`src/rtl/risc16_issue_stage_if.sv`:
```
// RiSC-16 issue stage: shared decode constants, id/ex bundle and handshake interface.
// Master drives instructions in and consumes ALU operands; slave is the stage.
package risc16_pkg;
  localparam int XLEN = 16;
  localparam int ALU_FUNCT_LEN = 2;

  localparam logic [ALU_FUNCT_LEN-1:0] ALU_ADD   = 2'd0;
  localparam logic [ALU_FUNCT_LEN-1:0] ALU_NAND  = 2'd1;
  localparam logic [ALU_FUNCT_LEN-1:0] ALU_PASSA = 2'd2;
  localparam logic [ALU_FUNCT_LEN-1:0] ALU_SUB   = 2'd3;

  localparam logic [2:0] OP_ADD  = 3'b000;
  localparam logic [2:0] OP_ADDI = 3'b001;
  localparam logic [2:0] OP_NAND = 3'b010;
  localparam logic [2:0] OP_LUI  = 3'b011;
  localparam logic [2:0] OP_SW   = 3'b100;
  localparam logic [2:0] OP_LW   = 3'b101;
  localparam logic [2:0] OP_BEQ  = 3'b110;
  localparam logic [2:0] OP_JALR = 3'b111;

  typedef struct packed {
    logic [XLEN-1:0]          src1;
    logic [XLEN-1:0]          src2;
    logic [ALU_FUNCT_LEN-1:0] funct;
    logic [2:0]               wb_dest;
    logic                     wb_en;
    logic                     mem_re;
    logic                     mem_we;
    logic [XLEN-1:0]          store_data;
    logic                     is_beq;
    logic [XLEN-1:0]          br_target;
    logic                     is_jalr;
    logic [XLEN-1:0]          jmp_target;
  } id_ex_t;
endpackage

interface risc16_issue_if
  import risc16_pkg::*;
#(
  parameter int WORD_LENGTH = 16
);
  logic                     in_valid;
  logic                     in_ready;
  logic [WORD_LENGTH-1:0]   in_instr;
  logic [WORD_LENGTH-1:0]   in_pc;
  logic [WORD_LENGTH-1:0]   in_ra_val;
  logic [WORD_LENGTH-1:0]   in_rb_val;
  logic [WORD_LENGTH-1:0]   in_rc_val;
  logic                     out_valid;
  logic                     out_ready;
  logic [WORD_LENGTH-1:0]   alu_src1;
  logic [WORD_LENGTH-1:0]   alu_src2;
  logic [ALU_FUNCT_LEN-1:0] alu_funct;
  logic [2:0]               wb_dest;
  logic                     wb_en;
  logic                     mem_re;
  logic                     mem_we;
  logic [WORD_LENGTH-1:0]   store_data;
  logic                     is_beq;
  logic [WORD_LENGTH-1:0]   br_target;
  logic                     is_jalr;
  logic [WORD_LENGTH-1:0]   jmp_target;

  modport slave (
    input  in_valid, in_instr, in_pc,
    input  in_ra_val, in_rb_val, in_rc_val,
    input  out_ready,
    output in_ready, out_valid,
    output alu_src1, alu_src2, alu_funct,
    output wb_dest, wb_en, mem_re, mem_we,
    output store_data, is_beq, br_target,
    output is_jalr, jmp_target
  );

  modport master (
    output in_valid, in_instr, in_pc,
    output in_ra_val, in_rb_val, in_rc_val,
    output out_ready,
    input  in_ready, out_valid,
    input  alu_src1, alu_src2, alu_funct,
    input  wb_dest, wb_en, mem_re, mem_we,
    input  store_data, is_beq, br_target,
    input  is_jalr, jmp_target
  );
endinterface

```
`src/rtl/risc16_issue_stage.sv`:
```
// RiSC-16 decode-to-execute boundary: operand/funct decode
// into a 2-entry skid buffer with registered in_ready.
module risc16_issue_stage
  import risc16_pkg::*;
#(
  parameter int WORD_LENGTH = 16
) (
  input  logic            clk,
  input  logic            rst_n,
  input  logic            flush,
  risc16_issue_if.slave   bus
);

  localparam logic [1:0] EMPTY = 2'd0;
  localparam logic [1:0] ONE   = 2'd1;
  localparam logic [1:0] FULL  = 2'd2;

  logic [1:0] count_q, count_d;
  logic       in_ready_q, in_ready_d;
  id_ex_t     head_q, head_d;
  id_ex_t     skid_q, skid_d;
  id_ex_t     dec;

  logic                   push, pop, out_valid, wr;
  logic [2:0]             op, ra;
  logic [WORD_LENGTH-1:0] sext, pc1;

  assign op   = bus.in_instr[15:13];
  assign ra   = bus.in_instr[12:10];
  assign sext = {{(WORD_LENGTH-7){bus.in_instr[6]}},
                 bus.in_instr[6:0]};
  assign pc1  = bus.in_pc + 1'b1;

  always_comb begin
    dec            = '0;
    wr             = 1'b0;
    dec.funct      = ALU_ADD;
    dec.wb_dest    = ra;
    dec.store_data = bus.in_ra_val;
    dec.br_target  = pc1 + sext;
    dec.jmp_target = bus.in_rb_val;
    unique case (1'b1)
      op == OP_ADD: begin
        dec.src1 = bus.in_rb_val;
        dec.src2 = bus.in_rc_val;
        wr       = 1'b1;
      end
      op == OP_ADDI: begin
        dec.src1 = bus.in_rb_val;
        dec.src2 = sext;
        wr       = 1'b1;
      end
      op == OP_NAND: begin
        dec.src1  = bus.in_rb_val;
        dec.src2  = bus.in_rc_val;
        dec.funct = ALU_NAND;
        wr        = 1'b1;
      end
      op == OP_LUI: begin
        dec.src1  = {bus.in_instr[9:0], 6'b0};
        dec.funct = ALU_PASSA;
        wr        = 1'b1;
      end
      op == OP_SW: begin
        dec.src1   = bus.in_rb_val;
        dec.src2   = sext;
        dec.mem_we = 1'b1;
      end
      op == OP_LW: begin
        dec.src1   = bus.in_rb_val;
        dec.src2   = sext;
        dec.mem_re = 1'b1;
        wr         = 1'b1;
      end
      op == OP_BEQ: begin
        dec.src1   = bus.in_ra_val;
        dec.src2   = bus.in_rb_val;
        dec.funct  = ALU_SUB;
        dec.is_beq = 1'b1;
      end
      op == OP_JALR: begin
        dec.src1    = pc1;
        dec.funct   = ALU_PASSA;
        dec.is_jalr = 1'b1;
        wr          = 1'b1;
      end
      default: ;
    endcase
    // r0 is hardwired zero, so never request a write to it
    dec.wb_en = wr & (ra != 3'd0);
  end

  assign out_valid = (count_q != EMPTY);
  assign push = bus.in_valid & in_ready_q & ~flush;
  assign pop  = out_valid & bus.out_ready;

  always_comb begin
    count_d = count_q;
    head_d  = head_q;
    skid_d  = skid_q;
    if (flush) begin
      count_d = EMPTY;
    end else begin
      case (count_q)
        EMPTY: begin
          if (push) begin
            head_d  = dec;
            count_d = ONE;
          end
        end
        ONE: begin
          if (push && pop) begin
            head_d = dec;
          end else if (push) begin
            skid_d  = dec;
            count_d = FULL;
          end else if (pop) begin
            count_d = EMPTY;
          end
        end
        FULL: begin
          if (pop) begin
            head_d  = skid_q;
            count_d = ONE;
          end
        end
        default: count_d = EMPTY;
      endcase
    end
    in_ready_d = (count_d != FULL);
  end

  always_ff @(posedge clk or negedge rst_n) begin
    if (!rst_n) begin
      count_q    <= EMPTY;
      in_ready_q <= 1'b0;
      head_q     <= '0;
      skid_q     <= '0;
    end else begin
      count_q    <= count_d;
      in_ready_q <= in_ready_d;
      head_q     <= head_d;
      skid_q     <= skid_d;
    end
  end

  assign bus.in_ready   = in_ready_q;
  assign bus.out_valid  = out_valid;
  assign bus.alu_src1   = head_q.src1;
  assign bus.alu_src2   = head_q.src2;
  assign bus.alu_funct  = head_q.funct;
  assign bus.wb_dest    = head_q.wb_dest;
  assign bus.store_data = head_q.store_data;
  assign bus.br_target  = head_q.br_target;
  assign bus.jmp_target = head_q.jmp_target;
  assign bus.wb_en      = head_q.wb_en & out_valid;
  assign bus.mem_re     = head_q.mem_re & out_valid;
  assign bus.mem_we     = head_q.mem_we & out_valid;
  assign bus.is_beq     = head_q.is_beq & out_valid;
  assign bus.is_jalr    = head_q.is_jalr & out_valid;

endmodule

```
`src/flat_wrapper.sv`:
```
// flat-port wrapper written by rule: the top's interface ports become plain ports
module risc16_issue_stage_flat import risc16_pkg::*;
#(
  parameter int WORD_LENGTH = 16
)
  (clk, rst_n, flush, bus_in_valid, bus_in_instr, bus_in_pc, bus_in_ra_val, bus_in_rb_val, bus_in_rc_val, bus_out_ready, bus_in_ready, bus_out_valid, bus_alu_src1, bus_alu_src2, bus_alu_funct, bus_wb_dest, bus_wb_en, bus_mem_re, bus_mem_we, bus_store_data, bus_is_beq, bus_br_target, bus_is_jalr, bus_jmp_target);
  risc16_issue_if #(.WORD_LENGTH(WORD_LENGTH)) bus_i ();
  input  logic clk;
  input  logic rst_n;
  input  logic flush;
  input wire logic [$bits(bus_i.in_valid)-1:0] bus_in_valid;
  input wire logic [$bits(bus_i.in_instr)-1:0] bus_in_instr;
  input wire logic [$bits(bus_i.in_pc)-1:0] bus_in_pc;
  input wire logic [$bits(bus_i.in_ra_val)-1:0] bus_in_ra_val;
  input wire logic [$bits(bus_i.in_rb_val)-1:0] bus_in_rb_val;
  input wire logic [$bits(bus_i.in_rc_val)-1:0] bus_in_rc_val;
  input wire logic [$bits(bus_i.out_ready)-1:0] bus_out_ready;
  output wire logic [$bits(bus_i.in_ready)-1:0] bus_in_ready;
  output wire logic [$bits(bus_i.out_valid)-1:0] bus_out_valid;
  output wire logic [$bits(bus_i.alu_src1)-1:0] bus_alu_src1;
  output wire logic [$bits(bus_i.alu_src2)-1:0] bus_alu_src2;
  output wire logic [$bits(bus_i.alu_funct)-1:0] bus_alu_funct;
  output wire logic [$bits(bus_i.wb_dest)-1:0] bus_wb_dest;
  output wire logic [$bits(bus_i.wb_en)-1:0] bus_wb_en;
  output wire logic [$bits(bus_i.mem_re)-1:0] bus_mem_re;
  output wire logic [$bits(bus_i.mem_we)-1:0] bus_mem_we;
  output wire logic [$bits(bus_i.store_data)-1:0] bus_store_data;
  output wire logic [$bits(bus_i.is_beq)-1:0] bus_is_beq;
  output wire logic [$bits(bus_i.br_target)-1:0] bus_br_target;
  output wire logic [$bits(bus_i.is_jalr)-1:0] bus_is_jalr;
  output wire logic [$bits(bus_i.jmp_target)-1:0] bus_jmp_target;
  assign bus_i.in_valid = bus_in_valid;
  assign bus_i.in_instr = bus_in_instr;
  assign bus_i.in_pc = bus_in_pc;
  assign bus_i.in_ra_val = bus_in_ra_val;
  assign bus_i.in_rb_val = bus_in_rb_val;
  assign bus_i.in_rc_val = bus_in_rc_val;
  assign bus_i.out_ready = bus_out_ready;
  assign bus_in_ready = bus_i.in_ready;
  assign bus_out_valid = bus_i.out_valid;
  assign bus_alu_src1 = bus_i.alu_src1;
  assign bus_alu_src2 = bus_i.alu_src2;
  assign bus_alu_funct = bus_i.alu_funct;
  assign bus_wb_dest = bus_i.wb_dest;
  assign bus_wb_en = bus_i.wb_en;
  assign bus_mem_re = bus_i.mem_re;
  assign bus_mem_we = bus_i.mem_we;
  assign bus_store_data = bus_i.store_data;
  assign bus_is_beq = bus_i.is_beq;
  assign bus_br_target = bus_i.br_target;
  assign bus_is_jalr = bus_i.is_jalr;
  assign bus_jmp_target = bus_i.jmp_target;
  risc16_issue_stage #(.WORD_LENGTH(WORD_LENGTH)) u_core (.clk(clk), .rst_n(rst_n), .flush(flush), .bus(bus_i));
endmodule
```
`config.mk`:
```
export PLATFORM = sky130hd
export DESIGN_NAME = risc16_issue_stage_flat
export DESIGN_NICKNAME = d
export VERILOG_FILES = /design/src/rtl/risc16_issue_stage_if.sv /design/src/rtl/risc16_issue_stage.sv /design/src/flat_wrapper.sv
export SDC_FILE = /design/constraint.sdc
export NUM_CORES = 1
export LEC_CHECK = 0
export ABC_CLOCK_PERIOD_IN_PS = 2100
export BUFFER_PORTS_ARGS = -buffer_cell sky130_fd_sc_hd__buf_2
export CORE_ASPECT_RATIO = 0.8
export CORE_MARGIN = 1.5
export CORE_UTILIZATION = 50
export DETAILED_ROUTE_END_ITERATION = 6
export PLACE_DENSITY = 0.83
export SYNTH_ARGS = -nofsm -noshare
export SYNTH_HDL_FRONTEND = slang
export SYNTH_SLANG_ARGS = --single-unit
```
`constraint.sdc`:
```
create_clock -name clk -period 2.1 [get_ports clk]
set_clock_uncertainty 0.15 [all_clocks]
set_input_delay 0 -clock clk [delete_from_list [all_inputs] [get_ports clk]]
set_output_delay 0 -clock clk [all_outputs]
set_load 0.005 [all_outputs]
```
Word level (Yosys, flattened, before mapping):

Index checks and enable logic that the tools add are counted.

* flip-flop bits (word level): 183
* input port bits: 85
* output and inout port bits: 92
* logic and storage cells: 84

* add/sub/neg operators: 2
* equal/unequal tests: 13
* muxes and demuxes: 19
* bitwise gates (word level): 11
* reductions and logical operators: 13

Operators by type and width (count)
* 90-bit 2-to-1 mux: 3
* 90-bit one-hot mux with 3 select lines: 1
* 16-bit one-hot mux with 4 select lines: 1
* 16-bit one-hot mux with 3 select lines: 1
* 16-bit by 1-bit adder with 16-bit output, second input constant: 1
* 16-bit adder: 1
* 3-bit equality test, second input constant: 4
* 2-bit 2-to-1 mux: 6
* 2-bit one-hot mux with 3 select lines: 2
* 1-bit AND: 9
* 3-bit by 2-bit equality test with 1-bit output, second input constant: 2
* 2-bit by 1-bit inequality test with 1-bit output, second input constant: 3
* 3-bit nonzero test: 2
* 6-bit OR reduction: 1
* 1-bit 2-to-1 mux: 5
* 5-bit AND reduction: 1
* 5-bit OR reduction: 1
* 4-bit AND reduction: 1
* 2-bit OR reduction: 2
* 3-bit by 1-bit equality test with 1-bit output, second input constant: 1
* 3-bit zero test: 1
* 3-bit OR reduction: 1
* 2-bit by 1-bit equality test with 1-bit output, second input constant: 1
* 2-bit equality test, second input constant: 1
* other kinds (5): 6

Depth between registers and ports, before layout:

Gate-level depths: netlist of the first run.

* word-level depth: 8
* depth in mapped cells: 11

Least setup slack after synthesis of the first run:

Ideal clock, no wire load.

* kind: input-to-reg
* from: in bus_in_pc[0]
* to: reg u_core.skid_q[29] (netlist name)
* library setup time: 0.125 ns
* arrival time: 1.974 ns
* slack: -0.149 ns
* stages: 10
* path buffers: 0
* cells stage by stage: ha_1 -> nand3_1 -> xnor2_1 -> ha_1 -> a21o_1 -> a221oi_2 -> o21ai_2 -> a31oi_1 -> xnor2_1 -> mux2_2

* longest elaborated chain between the ends: 2

RTL lines
* from (decl): RTL line flat_wrapper.sv:13 `input wire logic [$bits(bus_i.in_pc)-1:0] bus_in_pc;`
* 16-bit by 1-bit adder with 16-bit output: RTL line risc16_issue_stage.sv:32 `assign pc1 = bus.in_pc + 1'b1;`
* 16-bit adder: RTL line risc16_issue_stage.sv:40 `dec.br_target = pc1 + sext;`
* to (signal assigned): RTL line risc16_issue_stage.sv:143 `skid_q <= skid_d;`
* to (decl): RTL line risc16_issue_stage.sv:21 `id_ex_t skid_q, skid_d;`

No other way between the ends.
A chain may end at the register's enable or synchronous reset.

Worst setup path in the final report of the first run:

* from: in bus_in_pc[1]
* to: reg u_core.skid_q[29] (netlist name)

Same word-level chain as after synthesis.

==> results_tabular.tex, run 1 <==
\begin{tabular}{lr}
\hline
Metric & Value \\
\hline
\multicolumn{2}{l}{\textbf{Logic synthesis}} \\
Synth area leader & dfrtp\_1 \\
Biggest area contributors in the synthesized netlist & dfrtp\_1 (47\%), buf\_4 (6.5\%), nand2\_1 (6.5\%) \\
Synthesized netlist net count & 1,142 \\
Mapped Avg Cell Area & 9.45 µm² \\
EDFF count, synth & 0 \\
Fraction of registers with async set or reset after synthesis & 100\% \\
Distinct cell type count after synthesis & 53 \\
Post-synthesis instance total & 1,037 \\
Synthesized flop and latch total & 183 \\
Area share of the leading cell type in the synthesized netlist & 46.7\% \\
Combined area of all synthesized cells & 9800 µm² \\
Primary FF master, synth & dfrtp\_1 \\
Sequential-to-total area share from yosys stat & 46.7\% \\
Syn. warnings & 0 \\
\multicolumn{2}{l}{\textbf{Setup path}} \\
Kind of end point of the critical path & flip-flop \\
Startpoint of the worst-slack reg-to-reg timing path & u\_core.count\_q[1]\$\_DFF\_PN0\_ \\
Register-to-register setup slack & 80 ps \\
Worst EP required & 2270 ps \\
Critical Path AT & 2270 ps \\
Number of cells on the worst reg-to-reg path & 6 \\
Endpoint of the worst-slack reg-to-reg timing path & u\_core.bus.alu\_src2[1]\$\_DFFE\_PN0P\_ \\
Type of the worst setup path & in2reg \\
CP Launch Type & input port \\
Largest fanout of any net on the critical path & 5 \\
\multicolumn{2}{l}{\textbf{Floorplan}} \\
Effective utilization at floorplan & 51.3\% \\
Placement row count & 45 \\
Total Die Area & 20,500 µm² \\
Total core area & 19,100 µm² \\
Die W & 160 µm \\
Number of placed I/O pins & 177 \\
Height of the die & 128 µm \\
\multicolumn{2}{l}{\textbf{CTS}} \\
CTS Buffer Depth & 2 \\
Total clock buffers created by CTS & 17 \\
Clock-pin slew on the worst setup and hold paths & 70 ps \\
Maximum level of the CTS H-tree & 4 \\
Clock tree from TritonCTS & yes \\
Cell chosen for the clock root & clkbuf\_16 \\
Clock net sink count & 183 \\
Source-to-sink clock delay at the later pin of the worst-skew pair & 440 ps \\
\multicolumn{2}{l}{\textbf{Route}} \\
Mean number of vias per cell & 5.77 \\
Max Used Layer & met5 \\
Iter 0 DRT Violations & 835 \\
Routed wire length & 29,900 µm \\
Wire per inst & 19.7 µm \\
DRC violation count after routing & 0 \\
First-pass detailed-route iteration total & 7 \\
Met2 WL & 13,800 µm \\
Number of routed nets with antenna violations & 0 \\
Via total after detailed routing & 8,779 \\
Met3 wire length & 2440 µm \\
Wire length on met1 & 12,800 µm \\
\multicolumn{2}{l}{\textbf{Finish}} \\
Count of nets after finishing & 1,356 \\
Filler-free cell count of the finished design & 1,522 \\
Post-route core utilization & 65.6\% \\
Synthesis-to-layout area growth & 27.7\% \\
Number of diodes & 0 \\
Fraction of final layout cells with drive strength greater than 1 & 32.8\% \\
\multicolumn{2}{l}{\textbf{Power}} \\
Max rail drop VDD & 0.651 mV \\
Pwr per Cell Area & 876 nW/µm² \\
Leakage & 6.00 nW \\
Clock network power share & 30.5\% \\
Int Pwr & 7.66 mW \\
Share of total power in sequential cells & 44.7\% \\
Switching share of total power & 30.2\% \\
Sw Pwr & 3.31 mW \\
Combinational Power Share & 24.8\% \\
\multicolumn{2}{l}{\textbf{GRT}} \\
Pin count of the biggest net entering global routing & 80 \\
GRT overflow & 0 \\
Initial antenna violation count & 1 \\
Vias in the first global route & 8,503 \\
Total GRT Usage & 28.9\% \\
Global-route wire length before repair & 45,800 µm \\
\multicolumn{2}{l}{\textbf{Timing}} \\
Least-Margin Pin Slew & 760 ps \\
Post-route clock period utilization & 99.7\% \\
Final Hold Vio Count & 0 \\
Max-slew headroom & 49.2\% \\
Final count of pins violating max slew & 0 \\
Unrepaired setup endpoints after global routing & true \\
\# setup viols final & 0 \\
Achievable frequency & 478 MHz \\
Total negative setup slack & 0 ps \\
Worst setup margin & 6.08 ps \\
Shortest period the worst path allows & 2090 ps \\
\multicolumn{2}{l}{\textbf{Worst hold path}} \\
Hold Path End & u\_core.skid\_q[61]\$\_DFFE\_PN0P\_ \\
Worst hold path startpoint & bus\_in\_rc\_val[3] \\
Hold depth & 5 \\
Worst min-delay path class & in2reg \\
\multicolumn{2}{l}{\textbf{Place}} \\
DP Wirelength & 20,500 µm \\
Number of cells after detailed placement & 1,427 \\
Worst slack at placement & -461 ps \\
Final weighted congestion in routability-driven placement & 0.927 \\
\# port buffers & 176 \\
\multicolumn{2}{l}{\textbf{Run}} \\
MaxCap Viol Count & 0 \\
\multicolumn{2}{l}{\textbf{Outcome}} \\
Outcome & complete, no violations \\
\hline
\end{tabular}
final cells by class:
| cell class | instances | area [µm²] |
|---|---|---|
| clock buffers | 20 | 437 |
| clock inverters | 12 | 164 |
| fillers | 1447 | 6580 |
| inverters | 7 | 26.3 |
| multi-input cells | 695 | 4540 |
| flip-flops and latches | 183 | 4580 |
| well taps | 258 | 323 |
| repair buffers | 347 | 2440 |
worst max-delay path, stage by stage:
cell,delay (ps)
buf_2,150
ha_4,190
nand3_2,120
xnor2_2,260
ha_4,260
a21o_1,210
a221oi_4,390
o21ai_4,120
a31oi_2,200
xnor2_1,100
mux2_2,260
synthesized netlist by cell type, types with 10 or more instances:
| library cell | number |
|---|---|
| ha_1 | 19 |
| mux2_2 | 55 |
| mux2i_1 | 15 |
| a21o_1 | 16 |
| a22o_1 | 10 |
| nand3_1 | 17 |
| a222oi_1 | 10 |
| nor2_1 | 80 |
| clkbuf_1 | 44 |
| a211oi_1 | 10 |
| o21ai_0 | 51 |
| a21oi_1 | 40 |
| xnor2_1 | 22 |
| dfrtp_1 | 183 |
| buf_2 | 21 |
| and3_1 | 14 |
| a31oi_1 | 49 |
| nand2_1 | 170 |
| a22oi_1 | 17 |
| o21ai_1 | 32 |
| buf_4 | 85 |
cells by family (layout without fill, tap and decap cells):
family	Yosys count	after routing	synth area share [%]
compound gates	260	260	16.8
xor+xnor	31	31	2.77
fa+ha+maj	20	20	2.63
buf+inv	159	386	9.61
flops	183	183	46.7
mux	70	70	7.85
simple gates	314	314	13.6
power by group through the flow:
| stage | combinational (mW) | sequential (mW) | clock, mW |
|---|---|---|---|
| after floorplan | 1.83 | 4.78 | 0 |
| after global placement | 2.40 | 4.88 | 0 |
| after detailed placement | 2.48 | 4.93 | 0 |
| after CTS | 2.59 | 4.87 | 3.37 |
| after global routing | 2.97 | 4.98 | 3.50 |
| final | 2.72 | 4.90 | 3.35 |
through the flow:
| step | power (mW) | area (µm²) | hold slack [ps] |
|---|---|---|---|
| floorplan | 6.61 | 9800 | -446 |
| global placement | 7.28 | 11100 | -176 |
| detailed placement | 7.41 | 11100 | -178 |
| CTS | 10.8 | 12300 | 3.40 |
| global route | 11.5 | 12500 | 27.7 |
| finish | 11.0 | 12500 | 9.12 |
repair_timing:
item,in CTS,in global routing
endpoints found under the setup margin,2,30
hold buffers,58,0
hold endpoints to repair,307,0
pin swaps,0,17
resized for setup,2,37
buffers inserted,0,5
state kept, by name, indices dropped and copies added, names as in the netlist, 3 cells and up:
signal and flops:
u_core.bus.jmp_target 16, u_core.bus.alu_src2 16, u_core.head_q 5, u_core.bus.alu_src1 16, u_core.bus.store_data 16, u_core.skid_q 90
u_core.bus.wb_dest 3, u_core.bus.br_target 16
how the worst max path moves through the flow:
| stage | slack, ps | depth (start not counted) | start | end |
|---|---|---|---|---|
| final | 6 | 11 | bus_in_pc[1] | u_core.skid_q[29]$_DFFE_PN0P_ |
| after global routing | -90 | 12 | bus_in_pc[4] | u_core.skid_q[29]$_DFFE_PN0P_ |
| after CTS | 4 | 9 | bus_in_instr[3] | u_core.skid_q[29]$_DFFE_PN0P_ |
| after detailed placement | -460 | 13 | bus_in_pc[2] | u_core.bus.br_target[15]$_DFFE_PN0P_ |
| after global placement | -390 | 13 | bus_in_pc[2] | u_core.bus.br_target[15]$_DFFE_PN0P_ |
| after floorplan | -70 | 10 | bus_in_pc[0] | u_core.skid_q[29]$_DFFE_PN0P_ |
layer usage:
layer  track usage (%)  vias up
met5                 0        -
met4              11.9        2
met3              6.02       70
met2              45.1      457
met1              39.6     4276
li1                  -     3974
placed cells by master (no fill, tap or decap), types with 15 or more instances in the layout:
cell type,count
a21o_1,15
a21oi_1,35
a22oi_1,17
a31oi_1,47
buf_2,175
buf_4,102
clkbuf_16,17
dfrtp_1,183
dlygate4sd3_1,58
mux2_2,55
mux2i_1,15
nand2_1,169
nor2_1,78
o21ai_0,49
o21ai_1,33
xnor2_1,17
(Power assumes the default switching activity.)
==> run 2: changes to the inputs <==
Settings changed: CTS_CLUSTER_SIZE from default to 40, HOLD_SLACK_MARGIN from default to 0.08.
==> run 2 against run 1 <==
Net effect: the run now ends with negative setup slack left; clock-buffer cell count stayed put; critical path depth stayed put; via count is 1.2% higher; first-iteration DRC count is 7.7% higher; maximum frequency is 3.8% lower; register-to-register slack worse by 30 ps; largest power group unchanged.
==> results_tabular.tex, run 2 (synthesis gave the netlist of run 1 again) <==
\begin{tabular}{lr}
\hline
Metric & Value \\
\hline
\multicolumn{2}{l}{\textbf{Outcome}} \\
Outcome & finished, violations left \\
Violated checks & negative setup slack \\
\multicolumn{2}{l}{\textbf{Timing}} \\
Total negative setup slack & -233 ps \\
\# setup viols final & 5 \\
Final count of pins violating max slew & 0 \\
Worst hold slack & 90.5 ps \\
Worst setup margin & -76.3 ps \\
Least-Margin Pin Slew & 754 ps \\
Post-route clock period utilization & 104\% \\
Achievable frequency & 459 MHz \\
Unrepaired setup endpoints after global routing & true \\
Shortest period the worst path allows & 2180 ps \\
Max-slew headroom & 49.7\% \\
Final Hold Vio Count & 0 \\
\multicolumn{2}{l}{\textbf{Place}} \\
\# port buffers & 176 \\
Number of cells after detailed placement & 1,427 \\
Final weighted congestion in routability-driven placement & 0.927 \\
Dpl cell area & 11,100 µm² \\
DP Wirelength & 20,500 µm \\
\multicolumn{2}{l}{\textbf{GRT}} \\
Initial antenna violation count & 0 \\
Pin count of the biggest net entering global routing & 80 \\
Vias in the first global route & 8,642 \\
GRT overflow & 0 \\
Global-route wire length before repair & 46,600 µm \\
Total GRT Usage & 29.4\% \\
\multicolumn{2}{l}{\textbf{Setup path}} \\
Worst EP required & 2280 ps \\
Cell occurring most often along the worst timing path & ha\_4 \\
Largest fanout of any net on the critical path & 5 \\
Kind of cell with the highest combined delay on the critical path & compound AO/OA/AOI/OAI gates \\
Largest stage delay, worst path & 360 ps \\
Critical Path AT & 2350 ps \\
Type of the worst setup path & in2reg \\
CP Launch Type & input port \\
Ordered list of cells on the worst path & buf\_2 -> ha\_4 -> buf\_4 -> xor2\_2 -> ha\_4 -> a21o\_1 -> a221oi\_4 -> o21ai\_4 -> a31oi\_2 -> xnor2\_1 -> mux2\_2 \\
Kind of end point of the critical path & flip-flop \\
Crit-path slowest cell & a221oi\_4 \\
Critical path buffers and inverters & 2 \\
\multicolumn{2}{l}{\textbf{Power}} \\
Combinational Power Share & 25.1\% \\
Share of total power in sequential cells & 44.5\% \\
Pwr per Cell Area & 870 nW/µm² \\
Sw Pwr & 3.35 mW \\
Clock network power share & 30.4\% \\
Switching share of total power & 30.4\% \\
Pwr Total & 11.0 mW \\
Leakage & 6.05 nW \\
Int Pwr & 7.68 mW \\
Max rail drop VDD & 0.650 mV \\
\multicolumn{2}{l}{\textbf{Finish}} \\
Filler-free cell count of the finished design & 1,536 \\
Footprint of the flip-flops and latches & 4580 µm² \\
Total area of multi-input combinational cells & 4560 µm² \\
Register bank with the most flops & u\_core.skid\_q \\
Most frequent cells in the layout & dfrtp\_1 (183), buf\_2 (175), nand2\_1 (169) \\
Count of nets after finishing & 1,370 \\
Fraction of final layout cells with drive strength greater than 1 & 32.7\% \\
Synthesis-to-layout area growth & 29.3\% \\
Area of all placed cells without fillers & 12,700 µm² \\
Number of diodes & 0 \\
Flip-flop count of the largest register after layout & 90 \\
Most frequent standard cell in the layout excluding fill and tap cells & dfrtp\_1 \\
Filler Cell Count & 1,426 \\
\multicolumn{2}{l}{\textbf{Floorplan}} \\
Die W & 160 µm \\
Effective utilization at floorplan & 51.3\% \\
Total Die Area & 20,500 µm² \\
Number of placed I/O pins & 177 \\
Height of the die & 128 µm \\
Total core area & 19,100 µm² \\
Placement row count & 45 \\
\multicolumn{2}{l}{\textbf{Route}} \\
Number of routed nets with antenna violations & 0 \\
First-pass detailed-route iteration total & 7 \\
Iter 0 DRT Violations & 899 \\
DRC violation count after routing & 0 \\
Routed wire length & 30,800 µm \\
Via total after detailed routing & 8,881 \\
Wire per inst & 20.1 µm \\
Mean number of vias per cell & 5.78 \\
\multicolumn{2}{l}{\textbf{Run}} \\
MaxCap Viol Count & 0 \\
\multicolumn{2}{l}{\textbf{CTS}} \\
Clock tree from TritonCTS & yes \\
Total clock buffers created by CTS & 17 \\
Clock-pin slew on the worst setup and hold paths & 70 ps \\
Clock net sink count & 183 \\
CTS Buffer Depth & 2 \\
Maximum level of the CTS H-tree & 4 \\
Cell chosen for the clock root & clkbuf\_16 \\
Source-to-sink clock delay at the later pin of the worst-skew pair & 440 ps \\
\multicolumn{2}{l}{\textbf{Worst hold path}} \\
Worst min-delay path class & in2reg \\
\hline
\end{tabular}
-- run 2: power by group through the flow --
stage | Sequential [mW] | Combinational [mW] | Clock, mW
global route | 4.99 | 3.01 | 3.50
CTS | 4.87 | 2.61 | 3.37
finish | 4.91 | 2.77 | 3.36
global placement | 4.88 | 2.40 | 0
detailed placement | 4.93 | 2.48 | 0
floorplan | 4.78 | 1.83 | 0
-- run 2: layout make-up --
| class | count | area share (%) |
|---|---|---|
| clock inverters | 12 | 1.29 |
| repair buffers | 361 | 20.4 |
| well taps | 258 | 2.55 |
| inverters | 7 | 0.207 |
| flip-flops and latches | 183 | 36.1 |
| multi-input cells | 695 | 36.0 |
| clock buffers | 20 | 3.45 |
-- run 2: what timing repair did --
item	CTS	global route
gates cloned	0	0
endpoints found under the hold margin	326	0
resized for setup	2	41
hold buffers	72	0
pin swaps	0	17
buffers inserted	0	5
setup endpoints to repair	2	28
-- run 2: tightest hold or removal path, stage by stage --
cell     delay, ps
buf_2          100
and3b_1        190
buf_4          150
nand2_1         60
a211o_1        140
-- run 2: layer usage --
| layer | GRT usage (%) | vias up | part of all wire, % |
|---|---|---|---|
| met5 | 0 | - | 0 |
| met4 | 11.2 | 0 | 3.2 |
| met3 | 6.31 | 82 | 8.5 |
| met2 | 46.7 | 503 | 47 |
| met1 | 39.7 | 4289 | 42 |
| li1 | - | 4007 | - |
-- run 2: worst paths after layout --
kind,end,from,slack (ps),depth (start not counted)
max in group asynchronous,u_core.skid_q[12]$_DFFE_PN0P_,rst_n,650,4
max,u_core.skid_q[29]$_DFFE_PN0P_,bus_in_pc[1],-80,11
min in group asynchronous,u_core.bus.br_target[11]$_DFFE_PN0P_,rst_n,450,3
min reg2reg,u_core.bus.alu_src1[7]$_DFFE_PN0P_,u_core.bus.alu_src1[7]$_DFFE_PN0P_,330,1
max reg2reg,u_core.bus.alu_src2[1]$_DFFE_PN0P_,u_core.count_q[1]$_DFF_PN0_,50,6
min,u_core.bus.in_ready$_DFF_PN0_,bus_in_valid,90,5
-- run 2: through the flow --
step / setup slack [ps] / utilization, %
5_1_grt: -116 / 66.4
2_1_floorplan: -66.2 / -
4_1_cts: 3.81 / 64.9
3_3_place_gp: -391 / 58.0
3_5_place_dp: -461 / 58.0
6_report: -76.3 / 66.4
